$ cat src/rtl/scontrol_pkg.sv
// Shared types and step-list helpers for the scontrol command driver.
// A request is expanded into a fixed list of 3-bit command codes.
package scontrol_pkg;

   localparam int unsigned C_W    = 3;
   localparam int unsigned OP_W   = 2;
   localparam int unsigned STEP_W = 3;

   typedef enum logic [C_W-1:0] {
      CMD_PAUSE     = 3'd0,
      CMD_PLUS      = 3'd1,
      CMD_MINUS     = 3'd2,
      CMD_BALLAST_P = 3'd3,
      CMD_BALLAST_N = 3'd4,
      CMD_START     = 3'd5,
      CMD_SHUTDOWN  = 3'd6,
      CMD_DISCHARGE = 3'd7
   } cmd_e;

   typedef enum logic [OP_W-1:0] {
      OP_SINGLE    = 2'd0,
      OP_START     = 2'd1,
      OP_DISCHARGE = 2'd2,
      OP_RSVD      = 2'd3
   } op_e;

   typedef enum logic [2:0] {
      ST_IDLE  = 3'd0,
      ST_LOAD  = 3'd1,
      ST_SETUP = 3'd2,
      ST_HIGH  = 3'd3,
      ST_LOW   = 3'd4
   } state_e;

   // Code driven on C[2:0] for a given step of a request.
   function automatic logic [C_W-1:0] step_code(input op_e op, input logic [C_W-1:0] arg,
                                                input logic [STEP_W-1:0] step);
      logic [C_W-1:0] code;
      code = arg;
      case (op)
         OP_START:     code = (step == 3'd0) ? C_W'(CMD_START) : C_W'(CMD_PAUSE);
         OP_DISCHARGE: begin
            case (step)
               3'd0, 3'd2: code = C_W'(CMD_DISCHARGE);
               3'd1, 3'd3: code = C_W'(CMD_PAUSE);
               default:    code = arg;
            endcase
         end
         default:      code = arg;
      endcase
      return code;
   endfunction

   function automatic logic [STEP_W-1:0] step_len(input op_e op);
      logic [STEP_W-1:0] len;
      case (op)
         OP_START:     len = 3'd2;
         OP_DISCHARGE: len = 3'd5;
         default:      len = 3'd1;
      endcase
      return len;
   endfunction

endpackage

$ cat src/rtl/scontrol_cmd_driver_if.sv
// Request handshake and C/CLK pin bundle between supervisor and command driver.
interface scontrol_cmd_driver_if;
   import scontrol_pkg::*;

   logic             req_valid;
   logic             req_ready;
   logic [OP_W-1:0]  req_op;
   logic [C_W-1:0]   req_arg;
   logic             abort;
   logic [C_W-1:0]   o_c;
   logic             o_clk;
   logic             busy;
   logic             done;
   logic             err;

   modport master (
      output req_valid, req_op, req_arg, abort,
      input  req_ready, o_c, o_clk, busy, done, err
   );

   modport slave (
      input  req_valid, req_op, req_arg, abort,
      output req_ready, o_c, o_clk, busy, done, err
   );

endinterface

$ cat src/rtl/scontrol_phase_timer.sv
// Down-counter timing one strobe phase: load N-1, expire_c high on the Nth cycle.
module scontrol_phase_timer #(
   parameter int unsigned W = 6
) (
   input  logic         clk,
   input  logic         rst_n,
   input  logic         start,
   input  logic [W-1:0] load_val,
   output logic         expire_c
);

   logic [W-1:0] cnt_q, cnt_d;
   logic         run_q, run_d;

   always_comb begin
      cnt_d = cnt_q;
      run_d = run_q;
      if (start) begin
         cnt_d = load_val;
         run_d = 1'b1;
      end else if (run_q) begin
         if (cnt_q == '0) run_d = 1'b0;
         else             cnt_d = cnt_q - W'(1);
      end
   end

   always_ff @(posedge clk or negedge rst_n) begin
      if (!rst_n) begin
         cnt_q <= '0;
         run_q <= 1'b0;
      end else begin
         cnt_q <= cnt_d;
         run_q <= run_d;
      end
   end

   assign expire_c = run_q && (cnt_q == '0);

endmodule

$ cat src/rtl/scontrol_cmd_driver.sv
// Host-side initiator for the scontrol C[2:0]/CLK bus: expands requests into
// timed strobes (setup, high, low/hold) and reports completion via done/err.
module scontrol_cmd_driver
   import scontrol_pkg::*;
#(
   parameter int unsigned FREQ      = 50000,
   parameter int unsigned SETUP_CYC = 2,
   parameter int unsigned HIGH_US   = 1,
   parameter int unsigned LOW_US    = 1
) (
   input logic                 clk,
   input logic                 rst_n,
   scontrol_cmd_driver_if.slave bus
);

   localparam int unsigned HIGH_CYC = FREQ * HIGH_US / 1000;
   localparam int unsigned LOW_CYC  = FREQ * LOW_US / 1000;
   localparam int unsigned MAX_SH   = (SETUP_CYC > HIGH_CYC) ? SETUP_CYC : HIGH_CYC;
   localparam int unsigned MAX_CYC  = (MAX_SH > LOW_CYC) ? MAX_SH : LOW_CYC;
   localparam int unsigned TW       = $clog2(MAX_CYC + 1);

   state_e              state_q, state_d;
   op_e                 op_q, op_d;
   logic [C_W-1:0]      arg_q, arg_d;
   logic [C_W-1:0]      o_c_q, o_c_d;
   logic [STEP_W-1:0]   step_q, step_d;
   logic                o_clk_q, o_clk_d;
   logic                done_q, done_d;
   logic                err_q, err_d;
   logic                abort_pend_q, abort_pend_d;
   logic                rsvd_pend_q, rsvd_pend_d;
   logic                tmr_start;
   logic [TW-1:0]       tmr_load;
   logic                tmr_expire_c;
   logic                busy_c;
   logic                abort_eff_c;

   scontrol_phase_timer #(.W(TW)) u_timer (
      .clk      (clk),
      .rst_n    (rst_n),
      .start    (tmr_start),
      .load_val (tmr_load),
      .expire_c (tmr_expire_c)
   );

   assign busy_c      = (state_q != ST_IDLE);
   assign abort_eff_c = abort_pend_q | bus.abort;

   // Next-state and output logic; the strobe in flight always finishes before abort takes effect.
   always_comb begin
      state_d      = state_q;
      op_d         = op_q;
      arg_d        = arg_q;
      o_c_d        = o_c_q;
      step_d       = step_q;
      o_clk_d      = o_clk_q;
      done_d       = 1'b0;
      err_d        = 1'b0;
      abort_pend_d = abort_pend_q | (bus.abort & busy_c);
      rsvd_pend_d  = 1'b0;
      tmr_start    = 1'b0;
      tmr_load     = '0;

      case (state_q)
         ST_IDLE: begin
            abort_pend_d = 1'b0;
            if (rsvd_pend_q) begin
               done_d = 1'b1;
               err_d  = 1'b1;
            end
            if (bus.req_valid) begin
               op_d   = op_e'(bus.req_op);
               arg_d  = bus.req_arg;
               step_d = '0;
               if (op_e'(bus.req_op) == OP_RSVD) rsvd_pend_d = 1'b1;
               else                              state_d     = ST_LOAD;
            end
         end
         ST_LOAD: begin
            o_c_d     = step_code(op_q, arg_q, step_q);
            state_d   = ST_SETUP;
            tmr_start = 1'b1;
            tmr_load  = TW'(SETUP_CYC - 1);
         end
         ST_SETUP: begin
            if (tmr_expire_c) begin
               o_clk_d   = 1'b1;
               state_d   = ST_HIGH;
               tmr_start = 1'b1;
               tmr_load  = TW'(HIGH_CYC - 1);
            end
         end
         ST_HIGH: begin
            if (tmr_expire_c) begin
               o_clk_d   = 1'b0;
               state_d   = ST_LOW;
               tmr_start = 1'b1;
               tmr_load  = TW'(LOW_CYC - 1);
            end
         end
         ST_LOW: begin
            if (tmr_expire_c) begin
               if ((step_q == step_len(op_q) - STEP_W'(1)) || abort_eff_c) begin
                  state_d      = ST_IDLE;
                  done_d       = 1'b1;
                  err_d        = abort_eff_c;
                  abort_pend_d = 1'b0;
               end else begin
                  step_d    = step_q + STEP_W'(1);
                  o_c_d     = step_code(op_q, arg_q, step_d);
                  state_d   = ST_SETUP;
                  tmr_start = 1'b1;
                  tmr_load  = TW'(SETUP_CYC - 1);
               end
            end
         end
         default: state_d = ST_IDLE;
      endcase
   end

   always_ff @(posedge clk or negedge rst_n) begin
      if (!rst_n) begin
         state_q      <= ST_IDLE;
         op_q         <= OP_SINGLE;
         arg_q        <= '0;
         o_c_q        <= '0;
         step_q       <= '0;
         o_clk_q      <= 1'b0;
         done_q       <= 1'b0;
         err_q        <= 1'b0;
         abort_pend_q <= 1'b0;
         rsvd_pend_q  <= 1'b0;
      end else begin
         state_q      <= state_d;
         op_q         <= op_d;
         arg_q        <= arg_d;
         o_c_q        <= o_c_d;
         step_q       <= step_d;
         o_clk_q      <= o_clk_d;
         done_q       <= done_d;
         err_q        <= err_d;
         abort_pend_q <= abort_pend_d;
         rsvd_pend_q  <= rsvd_pend_d;
      end
   end

   assign bus.req_ready = (state_q == ST_IDLE);
   assign bus.o_c       = o_c_q;
   assign bus.o_clk     = o_clk_q;
   assign bus.busy      = busy_c;
   assign bus.done      = done_q;
   assign bus.err       = err_q;

endmodule

$ cat src/flat_wrapper.sv
// flat-port wrapper written by rule: the top's interface ports become plain ports
module scontrol_cmd_driver_flat import scontrol_pkg::*;
#(
   parameter int unsigned FREQ      = 50000,
   parameter int unsigned SETUP_CYC = 2,
   parameter int unsigned HIGH_US   = 1,
   parameter int unsigned LOW_US    = 1
)
  (clk, rst_n, bus_req_valid, bus_req_op, bus_req_arg, bus_abort, bus_req_ready, bus_o_c, bus_o_clk, bus_busy, bus_done, bus_err);
  scontrol_cmd_driver_if bus_i ();
  input logic clk;
  input logic rst_n;
  input wire logic [$bits(bus_i.req_valid)-1:0] bus_req_valid;
  input wire logic [$bits(bus_i.req_op)-1:0] bus_req_op;
  input wire logic [$bits(bus_i.req_arg)-1:0] bus_req_arg;
  input wire logic [$bits(bus_i.abort)-1:0] bus_abort;
  output wire logic [$bits(bus_i.req_ready)-1:0] bus_req_ready;
  output wire logic [$bits(bus_i.o_c)-1:0] bus_o_c;
  output wire logic [$bits(bus_i.o_clk)-1:0] bus_o_clk;
  output wire logic [$bits(bus_i.busy)-1:0] bus_busy;
  output wire logic [$bits(bus_i.done)-1:0] bus_done;
  output wire logic [$bits(bus_i.err)-1:0] bus_err;
  assign bus_i.req_valid = bus_req_valid;
  assign bus_i.req_op = bus_req_op;
  assign bus_i.req_arg = bus_req_arg;
  assign bus_i.abort = bus_abort;
  assign bus_req_ready = bus_i.req_ready;
  assign bus_o_c = bus_i.o_c;
  assign bus_o_clk = bus_i.o_clk;
  assign bus_busy = bus_i.busy;
  assign bus_done = bus_i.done;
  assign bus_err = bus_i.err;
  scontrol_cmd_driver #(.FREQ(FREQ), .SETUP_CYC(SETUP_CYC), .HIGH_US(HIGH_US), .LOW_US(LOW_US)) u_core (.clk(clk), .rst_n(rst_n), .bus(bus_i));
endmodule
$ cat config.mk
export PLATFORM = sky130hd
export DESIGN_NAME = scontrol_cmd_driver_flat
export DESIGN_NICKNAME = d
export VERILOG_FILES = /design/src/rtl/scontrol_pkg.sv /design/src/rtl/scontrol_cmd_driver_if.sv /design/src/rtl/scontrol_phase_timer.sv /design/src/rtl/scontrol_cmd_driver.sv /design/src/flat_wrapper.sv
export SDC_FILE = /design/constraint.sdc
export NUM_CORES = 1
export LEC_CHECK = 0
export BUFFER_PORTS_ARGS = -buffer_cell sky130_fd_sc_hd__buf_2
export CORE_ASPECT_RATIO = 0.6
export CORE_MARGIN = 5
export CORE_UTILIZATION = 39
export DETAILED_ROUTE_END_ITERATION = 12
export GPL_TIMING_DRIVEN = 0
export PLACE_DENSITY = 0.57
export SETUP_SLACK_MARGIN = 0.15
export SLEW_MARGIN = 15
export SYNTH_ARGS = -nofsm -noshare
export SYNTH_HDL_FRONTEND = slang
export SYNTH_SLANG_ARGS = --single-unit
$ cat constraint.sdc
create_clock -name clk -period 3.7 [get_ports clk]
set_clock_uncertainty 0.05 [all_clocks]
set_input_delay 0.37 -clock clk [delete_from_list [all_inputs] [get_ports clk]]
set_output_delay 0.37 -clock clk [all_outputs]
set_load 0.03 [all_outputs]
==> impl_results.md <==
- Critical Path Source: u_core.op_q[0]
- Post-CTS Resized: 0
- Row count: 18
- GPL Wtd Cong: ~0.90
- Clock buffer count from CTS: 3
- Gr ovfl total: 0
- Worst Tran Pin Value: 597 ps
- Synth warn: 0
- Syn Inst Count: 168
- Int Power: around 640 uW
- Peak Freq: between 0.4 and 0.5 GHz
- DRT Pass-1 Iters: 4
- Clock power share: between 10 and 15%
- Clock sinks: 26
- Final wirelength: 3570 um
- Period utilisation layout: between 50% and 60%
- Comb power frac: around 45%
- Total I/O pin count: 17
- 1st-iter DRT viols: 140
- NumNets Final: between 200 and 250
- CTS clock-pin slew for the worst setup and hold paths: approximately 80 ps
- Distinct cell type count after synthesis: 50
- Die ar.: approximately 5700 sq um
- Routed length per placed instance: ~14 um
- Slew headroom: about 60%
- TritonCTS clock tree: done
- Crit. End Element: flip-flop
- First-pass GRT wire length: 6150 um
- Max Slew Vio Count: 0
- Clk_lat worst skew: 270 ps
- Synth Cell Area: ~1700 sq um
- Die X: ~94 um
- Switching pwr: between 400 and 500 uW
- Worst r2r src: u_core.op_q[0]
- Critical path arrival: around 2300 ps
- Final Hold Viols: 0
- Final setup fails: 0
- Vias: 1275
- Share of the yosys chip area belonging to registers: between 30 and 40%
- DRT antenna net count: 0
- Commonest non-fill, non-tap cell in the layout: dfrtp_1
- VDD IR max: 0.000305 V
- Clk buf depth: 2
- Max H-tree Level: 1
- Most frequent cells in the layout: 26 x dfrtp_1, 21 x buf_2, 14 x nor2_1, 13 x inv_1, 11 x ha_1
- DRC: 0
- Syn avg cell area: around 9.8 sq um
- Syn_nets: ~190
- Port-buffer cells: 16
- RSZ-0062 raised after global routing: false
- PwrDens: around 580 nW/um^2
- Setup CP Type: flip-flop to flip-flop
- Post-DP HPWL: 2830 um
- Die Height: around 60 um
- Critical Path RT: roughly 3800 ps
- Initial Util: 40.3%
- Register share of total power: slightly above 40%
- Pin count of the biggest net entering global routing: 27
- Share of post-route cells with drive strength above 1: between 15 and 20%
- Post-CTS Setup Inserts: 0
- Core Footprint: approximately 4000 sq um
- Via/cell ratio: 5.16
- Hold WC Path Type: input pin to asynchronous set/reset pin
- CP Launch Type: flip-flop
- Switch share: between 40% and 50%
- Worst hold margin: between 50 and 60 ps
- Main synth FF type: dfrtp_1
- Asr flop ratio synth: 100%
- Initial antenna violation count: 0
- Overall Global Routing Usage: between 10% and 20%
- Register bit total from synthesis: 26
- Vias in the first global route: approximately 1200
- Max-cap violations: 0
- Number of enable flip-flop cells after synthesis: 0
- Placed insts: around 240
- Antenna diodes: 0
- Minimum period implied by the final worst setup slack: roughly 2200 ps
- Max FO, Critical Path: 10
- Clk root buf: clkbuf_8
- Synth-to-layout area growth: 11.9%
- Setup Total Neg Slack: 0 ps
- Lkg Pwr: approximately 0.00086 uW
- Post-CTS Hold Fix Bufs: 0
- Outcome: finished, final reports clean
- Post-route insts no fill: 247
-- cells by family after synthesis --
group,count (synthesis),share of synthesized area (%)
compound gates,39,17.4
fa+ha+maj,11,8.34
simple gates,56,19.0
buf+inv,22,6.29
mux,9,6.90
flops,26,39.4
xor+xnor,5,2.65
-- final timing paths --
| path | to | slack [ps] | depth (start not counted) |
|---|---|---|---|
| max | u_core.bus.o_c[1] | 1530 | 8 |
| min | u_core.u_timer.cnt_q[0] | 50 | 1 |
| max reg2reg | u_core.bus.o_c[1] | 1530 | 8 |
| min reg2reg | u_core.bus.o_c[0] | 470 | 1 |
| max in group asynchronous | u_core.state_q[0] | 3150 | 1 |
| min in group clk | u_core.arg_q[1] | 270 | 2 |
-- Yosys cell counts, drive strengths merged (2+ instances only) --
| library cell | n | area, sq um |
|---|---|---|
| a211oi | 2 | 15.0 |
| a21oi | 5 | 25.0 |
| a22o | 2 | 17.5 |
| a32oi | 2 | 17.5 |
| and2 | 2 | 12.5 |
| and3 | 3 | 23.8 |
| buf | 7 | 47.5 |
| clkbuf | 2 | 7.51 |
| dfrtp | 26 | 651 |
| ha | 11 | 138 |
| inv | 13 | 48.8 |
| mux2 | 7 | 93.8 |
| mux2i | 2 | 20.0 |
| nand2 | 11 | 43.8 |
| nand2b | 4 | 25.0 |
| nand3 | 7 | 40.0 |
| nor2 | 14 | 52.6 |
| nor2b | 2 | 12.5 |
| nor3 | 4 | 20.0 |
| nor3b | 3 | 22.5 |
| o2111ai | 2 | 17.5 |
| o211ai | 2 | 20.0 |
| o21ai | 10 | 50.1 |
| o22ai | 2 | 12.5 |
| or2 | 2 | 12.5 |
| xnor2 | 2 | 17.5 |
| xor2 | 3 | 26.3 |
-- cell type report --
type                       instances  area, sq um
buffer                             9         55.1
clock buffer                       3         41.3
fill                             416         2250
inverter                          13         48.8
multi-input combinational        120          896
sequential                        26          651
tap                               60         75.1
timing repair buffer              16         80.1
-- metal layers --
metal / vias up / track usage, % / routed length, um / share of wire [%]
met2: 37 / 19.9 / 1380 / 39
li1: 635 / - / - / -
met1: 599 / 21.9 / 1910 / 53
met4: 0 / 1.85 / 22 / 0.62
met3: 4 / 4.21 / 255 / 7.1
met5: - / 0 / 0 / 0
-- flip-flops by register name, summed over array words and instances, names as in the netlist, 2 cells and up --
| signal | flops |
|---|---|
| u_core.step_q | 3 |
| u_core.arg_q | 3 |
| u_core.op_q | 2 |
| u_core.bus.o_c | 3 |
| u_core.state_q | 3 |
| u_core.u_timer.cnt_q | 6 |
-- critical path, stage by stage, from the launching register on --
cell and delay [ps]:
dfrtp_1 360, inv_1 60, ha_1 180, buf_2 180
xor2_1 160, or4_1 410, nand3_2 150, o32a_4 210
mux2_4 290
-- stage by stage --
step	power [uW]	utilization [%]	setup slack, ps	area [sq um]
final	1080	45.1	1530	1850
after global routing	1170	45.1	1410	1850
after CTS	1090	45.1	1530	1850
after detailed placement	928	44.0	1530	1810
after global placement	909	44.0	1560	1810
after floorplan	797	-	1510	1650
-- power groups by stage --
stage | Clock, uW | Sequential, uW | Combinational [uW]
3_3_place_gp | 0 | 443 | 467
2_1_floorplan | 0 | 464 | 333
4_1_cts | 162 | 444 | 482
3_5_place_dp | 0 | 449 | 480
6_report | 155 | 443 | 480
5_1_grt | 172 | 457 | 544
Power figures use the tool's default switching activity.
